<file path="src/rtl/tcdm_cache_pkg.sv">
// tcdm_cache_pkg: shared types and address reconstruction for the TCDM cache bank responder.
package tcdm_cache_pkg;
  localparam int unsigned DefCoreIdW = 2;
  localparam int unsigned DefDataW = 32;
  typedef logic [DefCoreIdW-1:0] core_id_t;
  typedef struct packed {
    logic [DefDataW-1:0] data;
    logic                write;
    core_id_t            core_id;
  } resp_t;
  // Re-inserts the bank select bits at bit position offset; callers truncate to their address width.
  function automatic logic [63:0] rebuild_addr(input logic [63:0] addr, input logic [5:0] offset,
                                               input logic [63:0] bank_id, input int unsigned sel_w);
    logic [63:0] low_mask;
    low_mask = (64'd1 << offset) - 64'd1;
    return (addr & low_mask) | (bank_id << offset) | ((addr & ~low_mask) << sel_w);
  endfunction
endpackage

</file>
<file path="src/rtl/fifo_v3.sv">
// fifo_v3: Depth-entry FIFO with optional fall-through and asynchronous active-high reset.
module fifo_v3 #(
  parameter bit          FALL_THROUGH = 1'b0,
  parameter int unsigned DEPTH        = 4,
  parameter int unsigned WIDTH        = 32
) (
  input  logic             clk_i,
  input  logic             rst_i,
  input  logic             push_i,
  input  logic [WIDTH-1:0] data_i,
  input  logic             pop_i,
  output logic [WIDTH-1:0] data_o,
  output logic             empty_o
);
  localparam int unsigned PtrW = (DEPTH > 1) ? $clog2(DEPTH) : 1;
  localparam int unsigned CntW = $clog2(DEPTH + 1);
  localparam logic [PtrW-1:0] LastPtr = PtrW'(DEPTH - 1);
  logic [WIDTH-1:0] r_mem [DEPTH];
  logic [PtrW-1:0]  r_rd, r_wr;
  logic [CntW-1:0]  r_cnt;
  logic             w_empty, w_bypass, w_write, w_read;
  assign w_empty  = r_cnt == '0;
  assign w_bypass = FALL_THROUGH && w_empty && push_i;
  assign empty_o  = w_empty && !w_bypass;
  assign data_o   = w_bypass ? data_i : r_mem[r_rd];
  assign w_write  = push_i && !(w_bypass && pop_i);
  assign w_read   = pop_i && !w_empty;
  always_ff @(posedge clk_i or posedge rst_i) begin
    if (rst_i) begin
      r_rd  <= '0;
      r_wr  <= '0;
      r_cnt <= '0;
      for (int i = 0; i < DEPTH; i++) r_mem[i] <= '0;
    end else begin
      if (w_write) begin
        r_mem[r_wr] <= data_i;
        r_wr        <= (r_wr == LastPtr) ? '0 : r_wr + 1'b1;
      end
      if (w_read) r_rd <= (r_rd == LastPtr) ? '0 : r_rd + 1'b1;
      r_cnt <= r_cnt + CntW'(w_write) - CntW'(w_read);
    end
  end
endmodule

</file>
<file path="src/rtl/tcdm_cache_bank_responder.sv">
// tcdm_cache_bank_responder: credit-limited TCDM request issue to a fixed-latency bank with buffered responses.
// Optional TCDM_BANK_STATS_EN adds saturating accept/stall counters.
module tcdm_cache_bank_responder
  import tcdm_cache_pkg::*;
#(
  parameter int unsigned NumCore     = 4,
  parameter int unsigned NumCache    = 4,
  parameter int unsigned BankId      = 0,
  parameter int unsigned AddrWidth   = 32,
  parameter int unsigned DataWidth   = 32,
  parameter int unsigned BankLatency = 1,
  parameter int unsigned Depth       = 4,
  localparam int unsigned CoreIdW    = (NumCore > 1) ? $clog2(NumCore) : 1,
  localparam int unsigned BeW        = DataWidth / 8,
  localparam int unsigned OffW       = $clog2(AddrWidth)
) (
  input  logic                 clk_i,
  input  logic                 rst_i,
  input  logic [OffW-1:0]      dynamic_offset_i,
  input  logic                 q_valid_i,
  output logic                 q_ready_o,
  input  logic [AddrWidth-1:0] q_addr_i,
  input  logic                 q_write_i,
  input  logic [DataWidth-1:0] q_data_i,
  input  logic [BeW-1:0]       q_strb_i,
  input  logic [CoreIdW-1:0]   q_core_id_i,
  output logic                 bank_req_o,
  output logic                 bank_we_o,
  output logic [AddrWidth-1:0] bank_addr_o,
  output logic [AddrWidth-1:0] bank_full_addr_o,
  output logic [DataWidth-1:0] bank_wdata_o,
  output logic [BeW-1:0]       bank_be_o,
  input  logic [DataWidth-1:0] bank_rdata_i,
  output logic                 p_valid_o,
  input  logic                 p_ready_i,
  output logic [DataWidth-1:0] p_data_o,
  output logic                 p_write_o,
  output logic [CoreIdW-1:0]   p_core_id_o
`ifdef TCDM_BANK_STATS_EN
  ,
  output logic [31:0]          stat_req_o,
  output logic [31:0]          stat_stall_o
`endif
);
  localparam int unsigned SelW  = $clog2(NumCache);
  localparam int unsigned CntW  = $clog2(Depth + 1);
  localparam int unsigned RespW = DataWidth + 1 + CoreIdW;
  localparam logic [CntW-1:0] Credits = CntW'(Depth);
  logic [CntW-1:0]    r_inflight;
  logic [CoreIdW+1:0] r_pipe [BankLatency];
  logic [CoreIdW+1:0] w_last;
  logic               w_accept, w_pop, w_empty;
  logic [RespW-1:0]   w_push_data, w_head;
  assign q_ready_o        = r_inflight < Credits;
  assign w_accept         = q_valid_i && q_ready_o;
  assign w_pop            = p_valid_o && p_ready_i;
  assign bank_req_o       = w_accept;
  assign bank_we_o        = q_write_i;
  assign bank_addr_o      = q_addr_i;
  assign bank_wdata_o     = q_data_i;
  assign bank_be_o        = q_strb_i;
  assign bank_full_addr_o = AddrWidth'(rebuild_addr(64'(q_addr_i), 6'(dynamic_offset_i), 64'(BankId), SelW));
  // Each stage holds {valid, write, core_id}; the last stage lines up with bank_rdata_i.
  assign w_last      = r_pipe[BankLatency-1];
  assign w_push_data = {w_last[CoreIdW] ? {DataWidth{1'b0}} : bank_rdata_i, w_last[CoreIdW], w_last[CoreIdW-1:0]};
  always_ff @(posedge clk_i or posedge rst_i) begin
    if (rst_i) begin
      r_inflight <= '0;
      for (int i = 0; i < BankLatency; i++) r_pipe[i] <= '0;
    end else begin
      r_pipe[0] <= {w_accept, q_write_i, q_core_id_i};
      for (int i = 1; i < BankLatency; i++) r_pipe[i] <= r_pipe[i-1];
      r_inflight <= r_inflight + CntW'(w_accept) - CntW'(w_pop);
    end
  end
  fifo_v3 #(
    .FALL_THROUGH(1'b0),
    .DEPTH       (Depth),
    .WIDTH       (RespW)
  ) u_resp_fifo (
    .clk_i  (clk_i),
    .rst_i  (rst_i),
    .push_i (w_last[CoreIdW+1]),
    .data_i (w_push_data),
    .pop_i  (w_pop),
    .data_o (w_head),
    .empty_o(w_empty)
  );
  assign p_valid_o = !w_empty;
  assign {p_data_o, p_write_o, p_core_id_o} = w_head;
`ifdef TCDM_BANK_STATS_EN
  logic [31:0] r_stat_req, r_stat_stall;
  always_ff @(posedge clk_i or posedge rst_i) begin
    if (rst_i) begin
      r_stat_req   <= '0;
      r_stat_stall <= '0;
    end else begin
      if (w_accept && r_stat_req != '1) r_stat_req <= r_stat_req + 32'd1;
      if (q_valid_i && !q_ready_o && r_stat_stall != '1) r_stat_stall <= r_stat_stall + 32'd1;
    end
  end
  assign stat_req_o   = r_stat_req;
  assign stat_stall_o = r_stat_stall;
`endif
endmodule

</file>
<file path="config.mk">
export PLATFORM = sky130hd
export DESIGN_NAME = tcdm_cache_bank_responder
export DESIGN_NICKNAME = d
export VERILOG_FILES = /design/src/rtl/tcdm_cache_pkg.sv /design/src/rtl/fifo_v3.sv /design/src/rtl/tcdm_cache_bank_responder.sv
export SDC_FILE = /design/constraint.sdc
export NUM_CORES = 1
export LEC_CHECK = 0
export BUFFER_PORTS_ARGS = -buffer_cell sky130_fd_sc_hd__buf_2
export CAP_MARGIN = 20
export CORE_AREA = 2 2 168 170
export DETAILED_ROUTE_END_ITERATION = 8
export DIE_AREA = 0 0 170 172
export PLACE_DENSITY = 0.58
export SKIP_LAST_GASP = 1
export SLEW_MARGIN = 30
export SYNTH_ARGS = -nofsm -noshare
export SYNTH_HDL_FRONTEND = slang
export SYNTH_SLANG_ARGS = --single-unit
</file>
<file path="constraint.sdc">
create_clock -name clk_i -period 14 [get_ports clk_i]
set_clock_uncertainty 0.1 [all_clocks]
set_input_delay 2.1 -clock clk_i [delete_from_list [all_inputs] [get_ports clk_i]]
set_output_delay 2.1 -clock clk_i [all_outputs]
set_load 0.05 [all_outputs]
</file>
Yosys cells after proc, flatten, opt, wreduce, memory -nomap -nowiden
Index checks and enable logic that the tools add are counted.
{"block": "totals", "reg_bits": 154, "latch_bits": 0, "mem_bits_rw": 0, "rom_bits": 0, "in_bits": 112, "out_inout_bits": 139, "elab_cells": 46, "mem_count": 0}
{"block": "op_classes", "addsub": 7, "mul": 0, "div_mod_pow": 0, "magnitude_cmp": 4, "eq_ne": 2, "shift": 2, "muxes": 9, "n_bitwise": 7, "reduce_logical": 6}
{"cell": "bitwise mux 140 bit", "n": 1}
{"cell": "two-way mux 35 bit", "n": 3}
{"cell": "binary-select mux 35 bit (select 2 bit)", "n": 1}
{"cell": "demux 35 bit (select 2 bit)", "n": 1}
{"cell": "bitwise OR 32 bit", "n": 2}
{"cell": "<< shifter 1 x 5 -> 32 bit (first input constant)", "n": 2}
{"cell": "bitwise AND 32 bit", "n": 1}
{"cell": "two-way mux 32 bit", "n": 1}
{"cell": "subtractor 32 x 1 -> 32 bit (second input constant)", "n": 1}
{"cell": "bitwise AND 30 bit", "n": 1}
{"cell": "NOT 30 bit", "n": 1}
{"cell": "adder 3 x 1 -> 3 bit", "n": 2}
{"cell": "greater-or-equal comparator 3 bit (second input constant)", "n": 2}
{"cell": "NOT 2 -> 3 bit", "n": 2}
{"cell": "subtractor 3 x 1 -> 3 bit", "n": 2}
{"cell": "adder 2 x 1 -> 2 bit (second input constant)", "n": 2}
{"cell": "== test 2 bit (second input constant)", "n": 2}
{"cell": "logical AND 1 bit", "n": 4}
{"cell": "two-way mux 2 bit", "n": 2}
{"cell": "zero test 3 bit", "n": 1}
{"cell": "< comparator 3 x 1 -> 1 bit (second input constant)", "n": 1}
{"cell": "< comparator 3 bit (second input constant)", "n": 1}
{"cell": "zero test 1 bit", "n": 1}

Longest topological paths before layout
Gate-level depths: netlist (run 1).
{"block": "logic_depth", "word_depth": 6, "ltp_mapped": 10, "mapped_depth_nobuf": 10}

Hierarchy
From an unflattened synthesis (run 1), not the netlist that was laid out.
{"block": "unflattened", "cells_unflattened": 658, "hier_area_um2": 8999.9}
{"module": "fifo_v3", "instances": 1, "cells_each": 374, "area_per_inst_um2": 7006.7, "seq_area_each_um2": 3678.5}
{"module": "tcdm_cache_bank_responder", "instances": 1, "cells_each": 284, "area_per_inst_um2": 1993.2, "seq_area_each_um2": 175.2}

Worst setup path after synthesis (run 1)
Ideal clock, no wire load.
{"block": "synth_timing", "kind": "input -> output", "from": "in dynamic_offset_i[2]", "to": "out bank_full_addr_o[18]", "t_arrival_ps": 4388, "path_slack_ps": 7412, "cell_stages": 8, "path_cell_list": "buf_2 nor4_4 nand2_1 ha_1 or2_1 o21bai_1 a31oi_1 o21ai_0"}
{"block": "synth_between", "elab_chain_cells": 5, "elab_cells_between_ends": 8, "cone_classes": "add/sub: 1; shift: 2; bitwise: 5"}
{"item": "from (decl)", "line_no": "tcdm_cache_bank_responder.sv:19", "rtl": "input logic [OffW-1:0] dynamic_offset_i,"}
{"item": "<< shifter 1 x 5 -> 32 bit", "line_no": "tcdm_cache_pkg.sv:15", "rtl": "low_mask = (64'd1 << offset) - 64'd1;"}
{"item": "subtractor 32 x 1 -> 32 bit", "line_no": "tcdm_cache_pkg.sv:15"}
{"item": "bitwise AND 32 bit or NOT 30 bit (tied branches)", "line_no": "tcdm_cache_pkg.sv:16", "rtl": "return (addr & low_mask) | (bank_id << offset) | ((addr & ~low_mask) << sel_w);"}
{"item": "bitwise OR 32 bit or bitwise AND 30 bit (tied branches)", "line_no": "tcdm_cache_pkg.sv:16"}
{"item": "bitwise OR 32 bit (*)", "line_no": "tcdm_cache_pkg.sv:16"}
{"item": "to (decl)", "line_no": "tcdm_cache_bank_responder.sv:30", "rtl": "output logic [AddrWidth-1:0] bank_full_addr_o,"}
Mark *: on every way between the ends. The rest lies on a longest branch, timed or not.

Worst setup path after layout (run 1)
{"block": "layout_timing", "from": "in dynamic_offset_i[4]", "to": "out bank_full_addr_o[26]"}
Same word-level chain as after synthesis.

==> results of run 1 <==
power by group through the flow:
stage                     registers, µW  clock network, µW  logic, µW
after floorplan                     735                  0        881
after global placement              769                  0       1040
after CTS                           768                448       1050
after detailed placement            774                  0       1050
after global routing                796                467       1130
final                               768                434       1030
placed cells by master, fill, tap and decap left out, drive strengths merged, types with 3 or more instances in the layout:
| cell type | synthesis | final |
|---|---|---|
| o2bb2ai | 3 | 3 |
| nor3 | 3 | 3 |
| a21oi | 9 | 9 |
| nand2b | 34 | 34 |
| a22oi | 3 | 3 |
| ha | 10 | 10 |
| a31oi | 3 | 3 |
| a32o | 5 | 5 |
| xnor2 | 4 | 4 |
| clkinv | 0 | 5 |
| nand2 | 159 | 159 |
| o21ai | 150 | 150 |
| and2 | 4 | 4 |
| mux4 | 35 | 35 |
| inv | 32 | 37 |
| a22o | 6 | 6 |
| mux2 | 14 | 14 |
| buf | 103 | 184 |
| dfrtp | 154 | 154 |
| o22ai | 4 | 4 |
| nor2 | 5 | 5 |
| a21boi | 4 | 4 |
| or2 | 4 | 4 |
| clkbuf | 19 | 19 |
| nor2b | 4 | 4 |
| nand3 | 6 | 6 |
| clkinvlp | 0 | 3 |
Yosys cell counts (3+ instances only):
cell | count | area share, %
a21boi_1 | 3 | 0.28
a21oi_1 | 9 | 0.56
a22o_1 | 6 | 0.65
a22oi_1 | 3 | 0.28
a31oi_1 | 3 | 0.23
a32o_1 | 5 | 0.62
and2_1 | 4 | 0.31
buf_1 | 9 | 0.42
buf_2 | 18 | 1.1
buf_4 | 73 | 6.8
buf_6 | 3 | 0.42
clkbuf_1 | 19 | 0.88
dfrtp_1 | 154 | 48
ha_1 | 10 | 1.5
inv_1 | 32 | 1.5
mux2_2 | 14 | 2.0
mux4_2 | 35 | 9.8
nand2_1 | 159 | 7.4
nand2b_1 | 34 | 2.6
nand3_1 | 5 | 0.31
nor2_1 | 4 | 0.19
nor2b_1 | 4 | 0.31
o21ai_0 | 145 | 9.0
o21ai_1 | 5 | 0.31
o22ai_1 | 3 | 0.23
o2bb2ai_1 | 3 | 0.33
xnor2_1 | 4 | 0.43
layer usage:
metal  track usage [%]  wire length (µm)  vias to the layer above  share of wire, %
met5                 0                21                        -              0.11
met4             3.716               211                        4               1.1
met3             4.303              1162                       20               6.1
met2             21.14              9105                      130                47
met1             18.26              8689                     2750                45
li1                  -                 -                     2832                 -
kinds of logic (layout without fill, tap and decap cells):
family | count (synthesis) | in the layout | share of synthesized area (%)
AO/OA/AOI/OAI | 198 | 198 | 14.06
XOR/XNOR | 4 | 4 | 0.4339
adder cells (fa/ha/maj) | 12 | 12 | 2.046
buffers and inverters | 154 | 248 | 11.11
flip-flops | 154 | 154 | 47.73
multiplexers | 49 | 49 | 11.72
other | 0 | 1 | 0
AND/OR/NAND/NOR | 228 | 228 | 12.91
metrics by stage:
step | instances | hold WS, ps | setup WS, ps | util [%] | total power [µW]
6_report | 1240 | 374.0 | 7159 | 33.69 | 2234
5_1_grt | 1239 | 395.1 | 6917 | 33.68 | 2390
4_1_cts | 1239 | 378.0 | 7165 | 33.67 | 2266
3_5_place_dp | 1207 | 360.1 | 7169 | 31.62 | 1825
3_3_place_gp | 1207 | 356.9 | 7250 | 31.62 | 1804
2_1_floorplan | 799 | 339.6 | 7412 | - | 1616
final cells by class:
cell class | count | area, µm²
Tap cell | 346 | 432.9
Fill cell | 2798 | 18220
Timing Repair Buffer | 184 | 944.7
Clock buffer | 19 | 452.9
Antenna cell | 1 | 2.502
Sequential cell | 154 | 3856
Clock inverter | 13 | 108.9
Multi-Input combinational cell | 491 | 3333
Inverter | 32 | 125.1
worst paths after layout:
| kind | from | slack, ps | cells past startpoint | end |
|---|---|---|---|---|
| hold / removal | u_resp_fifo.r_cnt[2] | 370 | 1 | u_resp_fifo.r_cnt[2] |
| setup / recovery | dynamic_offset_i[4] | 7160 | 9 | bank_full_addr_o[26] |
| hold reg to reg | u_resp_fifo.r_cnt[2] | 370 | 1 | u_resp_fifo.r_cnt[2] |
| min in group asynchronous | rst_i | 1730 | 2 | u_resp_fifo.r_mem[87] |
| setup reg to reg | u_resp_fifo.r_cnt[1] | 11570 | 10 | u_resp_fifo.r_cnt[2] |
| max in group asynchronous | rst_i | 10970 | 3 | u_resp_fifo.r_rd[1] |
state kept, by name, indices dropped and copies added (netlist names):
register / count
u_resp_fifo.r_mem: 140
r_pipe: 4
r_inflight: 3
u_resp_fifo.r_cnt: 3
u_resp_fifo.r_rd: 2
u_resp_fifo.r_wr: 2
critical path, stage by stage:
cell and delay (ps):
buf_2 280, nor4_4 400, nand2b_1 120, ha_1 460, nor2_1 330, a21boi_1 120
o31ai_2 350, a22o_1 190, buf_2 270
==> flow_metrics.env, run 1 <==
export IMPL_outcome="complete, no violations"
export IMPL_setup_viol=0
export IMPL_cts_sink_count=154
export IMPL_syn_num_nets=923
export IMPL_post_cts_buffers=0
export IMPL_viasPerCell=4.626
export IMPL_areaGrowthSynthToFinish_pct=14.64
export IMPL_p_clk_share_pct=19.4
export IMPL_layout_nets=1004
export IMPL_finalInstanceArea_mm2=0.009256
export IMPL_worst_slew_pin_slew_ps=801.6
export IMPL_design_core_area_mm2=0.02748
export IMPL_ys_types=53
export IMPL_max_cap_violations=0
export IMPL_antenna_found_initial=3
export IMPL_grt_pass1_wl_um=30930
export IMPL_hold_viol_final=0
export IMPL_avgSynthCellArea_um2=10.11
export IMPL_wl_per_cell_um=15.48
export IMPL_post_route_period_util_pct=48.86
export IMPL_synth_area_mm2=0.008074
export IMPL_htree_num_levels=4
export IMPL_drc_errors=0
export IMPL_synth_seq_area_share_pct=47.73
export IMPL_gp_congestion=0.8371
export IMPL_worstSetupPathType="primary input to output port"
export IMPL_seq_power_share_pct=34.4
export IMPL_crit_required_ps=11800
export IMPL_grt_use_total_pct=13.56
export IMPL_max_clock_freq_mhz=146.2
export IMPL_drive_gt1_share_pct=31.69
export IMPL_dp_hpwl_um=12730
export IMPL_ctsResizeCount=0
export IMPL_fin_crit_ps=6841
export IMPL_async_reset_ff_share_pct=100.0
export IMPL_grt_max_degree=88
export IMPL_dieArea_mm2=0.02924
export IMPL_p_leak_uw=0.004377
export IMPL_netlist_instances=799
export IMPL_worst_setup_path_end_kind="output port"
export IMPL_std_cell_rows=61
export IMPL_ant_nets=0
export IMPL_internal_power_uw=1238
export IMPL_initial_utilization_pct=29.39
export IMPL_synth_seq_cells=154
export IMPL_via_count=5736
export IMPL_setup_tns_ps=0
export IMPL_hold_buffers=0
export IMPL_hold_path_class="register to register"
export IMPL_drt_initial_drc_count=378
export IMPL_routed_wirelength_um=19190
export IMPL_overflow=0
export IMPL_cts_buffers=17
export IMPL_placed_cell_area_mm2=0.008688
export IMPL_clk_pin_slew_ps=60
export IMPL_vdd_drop_max_mv=0.1468
export IMPL_die_x_um=170
export IMPL_startpoint_type="primary input"
export IMPL_first_pass_iters=4
export IMPL_ys_flop_type="dfrtp_1"
export IMPL_root_buffer="clkbuf_16"
export IMPL_p_switching_uw=995.9
export IMPL_relSlewSlack_pct=46.56
export IMPL_die_h_um=172
export IMPL_p_sw_share_pct=44.59
export IMPL_critPathArrivalTime_ps=4640
export IMPL_io_pins=251
export IMPL_drv_slew=0
export IMPL_grt_pass1_vias=5761
export IMPL_cts_tree="done"
export IMPL_power_density_mw_per_mm2=241.3
export IMPL_combPwrFrac_pct=46.2
export IMPL_clk_latency_ps=420
export IMPL_portBuffers=176
export IMPL_synth_edf_count=0
export IMPL_rsz0062_at_grt="false"
export IMPL_max_clock_path_buffers=2
export IMPL_path_max_fanout=31
export IMPL_ys_warn_count=0
(Power assumes the default switching activity.)
==> run 2, diff against run 1 <==
- ABC_AREA: unset -> 1
- CORE_AREA: 2 2 168 170 -> 2 2 174 176
- DIE_AREA: 0 0 170 172 -> 0 0 176 178
- PLACE_DENSITY: 0.58 -> 0.59
- clock period: 14 -> 5.65 ns (I/O delays scaled with it)
==> flow_metrics.env, run 2 <==
export IMPL_yosysTopAreaCell="dfrtp_1"
export IMPL_r2r_slack_ps=2950
export IMPL_met1_usage_pct=20.08
export IMPL_cts_tree="done"
export IMPL_setup_tns_ps=0
export IMPL_drt_initial_drc_count=501
export IMPL_met3_usage_pct=3.367
export IMPL_clk_pin_slew_ps=60
export IMPL_io_pins=251
export IMPL_top_register="u_resp_fifo.r_mem"
export IMPL_reg_largest_list="u_resp_fifo.r_mem (140), r_pipe (4)"
export IMPL_drv_slew=0
export IMPL_synth_seq_area_share_pct=44.16
export IMPL_netlist_instances=1235
export IMPL_max_clock_freq_mhz=246.3
export IMPL_ant_nets=0
export IMPL_power_density_mw_per_mm2=600.5
export IMPL_r2r_start="u_resp_fifo.r_cnt[1]"
export IMPL_hold_viol_final=0
export IMPL_synth_top_area_share_pct=44.16
export IMPL_areaGrowthSynthToFinish_pct=15.24
export IMPL_hold_path_class="register to register"
export IMPL_vdd_drop_max_mv=0.3787
export IMPL_root_buffer="clkbuf_16"
export IMPL_worstReg2RegEnd="r_inflight[2]"
export IMPL_htree_num_levels=4
export IMPL_die_h_um=178
export IMPL_hold_end="r_pipe[3]"
export IMPL_synth_common_cells="nand2_1, dfrtp_1, nor2_1"
export IMPL_final_cell_mix="nand2_1, buf_2, dfrtp_1, nor2_1, o21ai_0"
export IMPL_ys_warn_count=0
export IMPL_outcome="complete, no violations"
export IMPL_antenna_found_initial=1
export IMPL_post_cts_buffers=0
export IMPL_gp_congestion=0.8989
export IMPL_crit_required_ps=4700
export IMPL_yosysMostFrequentCell="nand2_1"
export IMPL_cts_buffers=17
export IMPL_ys_types=31
export IMPL_critPathArrivalTime_ps=3110
export IMPL_max_clock_path_buffers=2
export IMPL_ctsResizeCount=0
export IMPL_cts_sink_count=154
export IMPL_startpoint_type="primary input"
export IMPL_post_route_period_util_pct=71.87
export IMPL_mostFrequentLayoutCell="nand2_1"
export IMPL_fin_crit_ps=4061
export IMPL_grt_use_total_pct=17.22
export IMPL_layout_nets=1442
export IMPL_clk_latency_ps=420
export IMPL_largest_reg_flops=140
export IMPL_path_max_fanout=11
export IMPL_grt_pass1_vias=7784
export IMPL_std_cell_rows=63
export IMPL_synth_seq_cells=154
export IMPL_worst_setup_path_end_kind="output port"
export IMPL_busiest_layer="met2"
export IMPL_overflow=0
export IMPL_worst_slew_pin_slew_ps=907.1
export IMPL_relSlewSlack_pct=38.98
export IMPL_drc_errors=0
export IMPL_syn_num_nets=1359
export IMPL_first_pass_iters=5
export IMPL_synthTopCellsByArea="dfrtp_1, nand2_1, buf_4"
export IMPL_fillers=3147
export IMPL_synth_edf_count=0
export IMPL_avgSynthCellArea_um2=7.066
export IMPL_setup_viol=0
export IMPL_drive_gt1_share_pct=18.06
export IMPL_hold_buffers=0
export IMPL_met2_usage_pct=30.82
export IMPL_min_from="r_inflight[2]"
export IMPL_grt_max_degree=73
export IMPL_portBuffers=176
export IMPL_rsz0062_at_grt="false"
export IMPL_worstSetupPathType="primary input to output port"
export IMPL_via_count=8011
export IMPL_final_core_util_pct=34.21
export IMPL_wl_per_cell_um=15.65
export IMPL_routed_wirelength_um=26920
export IMPL_hold_ws_ps=357.5
export IMPL_die_x_um=176
export IMPL_holdPathStages=1
export IMPL_synth_area_mm2=0.008727
export IMPL_initial_utilization_pct=29.68
export IMPL_ys_flop_type="dfrtp_1"
export IMPL_max_cap_violations=0
export IMPL_dp_hpwl_um=17430
export IMPL_reg2reg_depth=9
export IMPL_viasPerCell=4.658
export IMPL_grt_pass1_wl_um=41970
export IMPL_async_reset_ff_share_pct=100.0
export IMPL_p_leak_uw=0.005608
export IMPL_dieArea_mm2=0.03133
export IMPL_design_core_area_mm2=0.02940
==> run 2: cell count changes in the layout (fill, tap and decap cells not counted), sizes merged, moves of 6 or more <==
cell and delta:
mux2 -14, nand3 +37, buf +6, o22ai +32, nand2b -34, mux4 -35, a21oi -7, nand2 +333
nor2 +145, o21ai -43, inv +58
==> run 2: through the flow <==
stage	instance area (µm²)	total power [µW]	instances	worst slack [ps]
2_1_floorplan	8727	4179	1235	552.7
3_3_place_gp	9464	4858	1689	1695
3_5_place_dp	9464	4899	1689	1622
4_1_cts	10050	6083	1719	1618
5_1_grt	10050	6480	1719	1500
6_report	10060	6039	1720	1589
==> run 2: worst max path at each step <==
stage	from	end	slack, ps	depth (start not counted)
after detailed placement	dynamic_offset_i[4]	bank_full_addr_o[8]	1620	10
after CTS	dynamic_offset_i[4]	bank_full_addr_o[8]	1620	10
after global routing	dynamic_offset_i[4]	bank_full_addr_o[8]	1500	10
after floorplan	rst_i	r_inflight[0]	550	1
after global placement	dynamic_offset_i[4]	bank_full_addr_o[8]	1700	10
final	dynamic_offset_i[4]	bank_full_addr_o[8]	1590	10
==> run 2: routing by layer <==
layer	part of all wire, %	up-vias
met3	6.1	53
met2	49	275
li1	-	3944
met1	42	3739
met5	0	-
met4	2.8	0
==> run 2: cell families (layout without fill, tap and decap cells) <==
kind of cell / count (synthesis) / after routing / share of synthesized area [%]
adders and majority gates: 12 / 12 / 1.892
buffers and inverters: 219 / 313 / 12.56
and+or+nand+nor: 692 / 692 / 31.27
xor gates and xnor gates: 8 / 8 / 0.8029
DFF: 154 / 154 / 44.16
other: 0 / 1 / 0
AOI/OAI and AO/OA: 150 / 150 / 9.319
==> run 2: worst max-delay path: stages <==
cell,delay [ps]
buf_2,160
nor2_1,520
nand3_1,180
ha_1,280
o21ai_1,190
nor2_4,100
xor2_1,170
nand2_1,60
o21ai_0,220
buf_2,370
==> run 2: final cells by class <==
| cell class | count | area, µm² | area share (%) |
|---|---|---|---|
| flip-flops and latches | 154 | 3856 | 38.34 |
| well taps | 390 | 488.0 | 4.852 |
| clock buffers | 20 | 446.7 | 4.441 |
| diodes | 1 | 2.502 | 0.02488 |
| inverters | 93 | 356.6 | 3.546 |
| multi-input cells | 862 | 3777 | 37.56 |
| repair buffers | 190 | 985.9 | 9.803 |
| clock inverters | 10 | 143.9 | 1.431 |
==> run 2: power by group <==
part / total (µW) / internal [µW] / leakage, µW / switching [µW]
Clock: 1160 / 704 / 0.000279 / 456
Combinational: 3010 / 773 / 0.00337 / 2230
Sequential: 1870 / 1610 / 0.00196 / 263
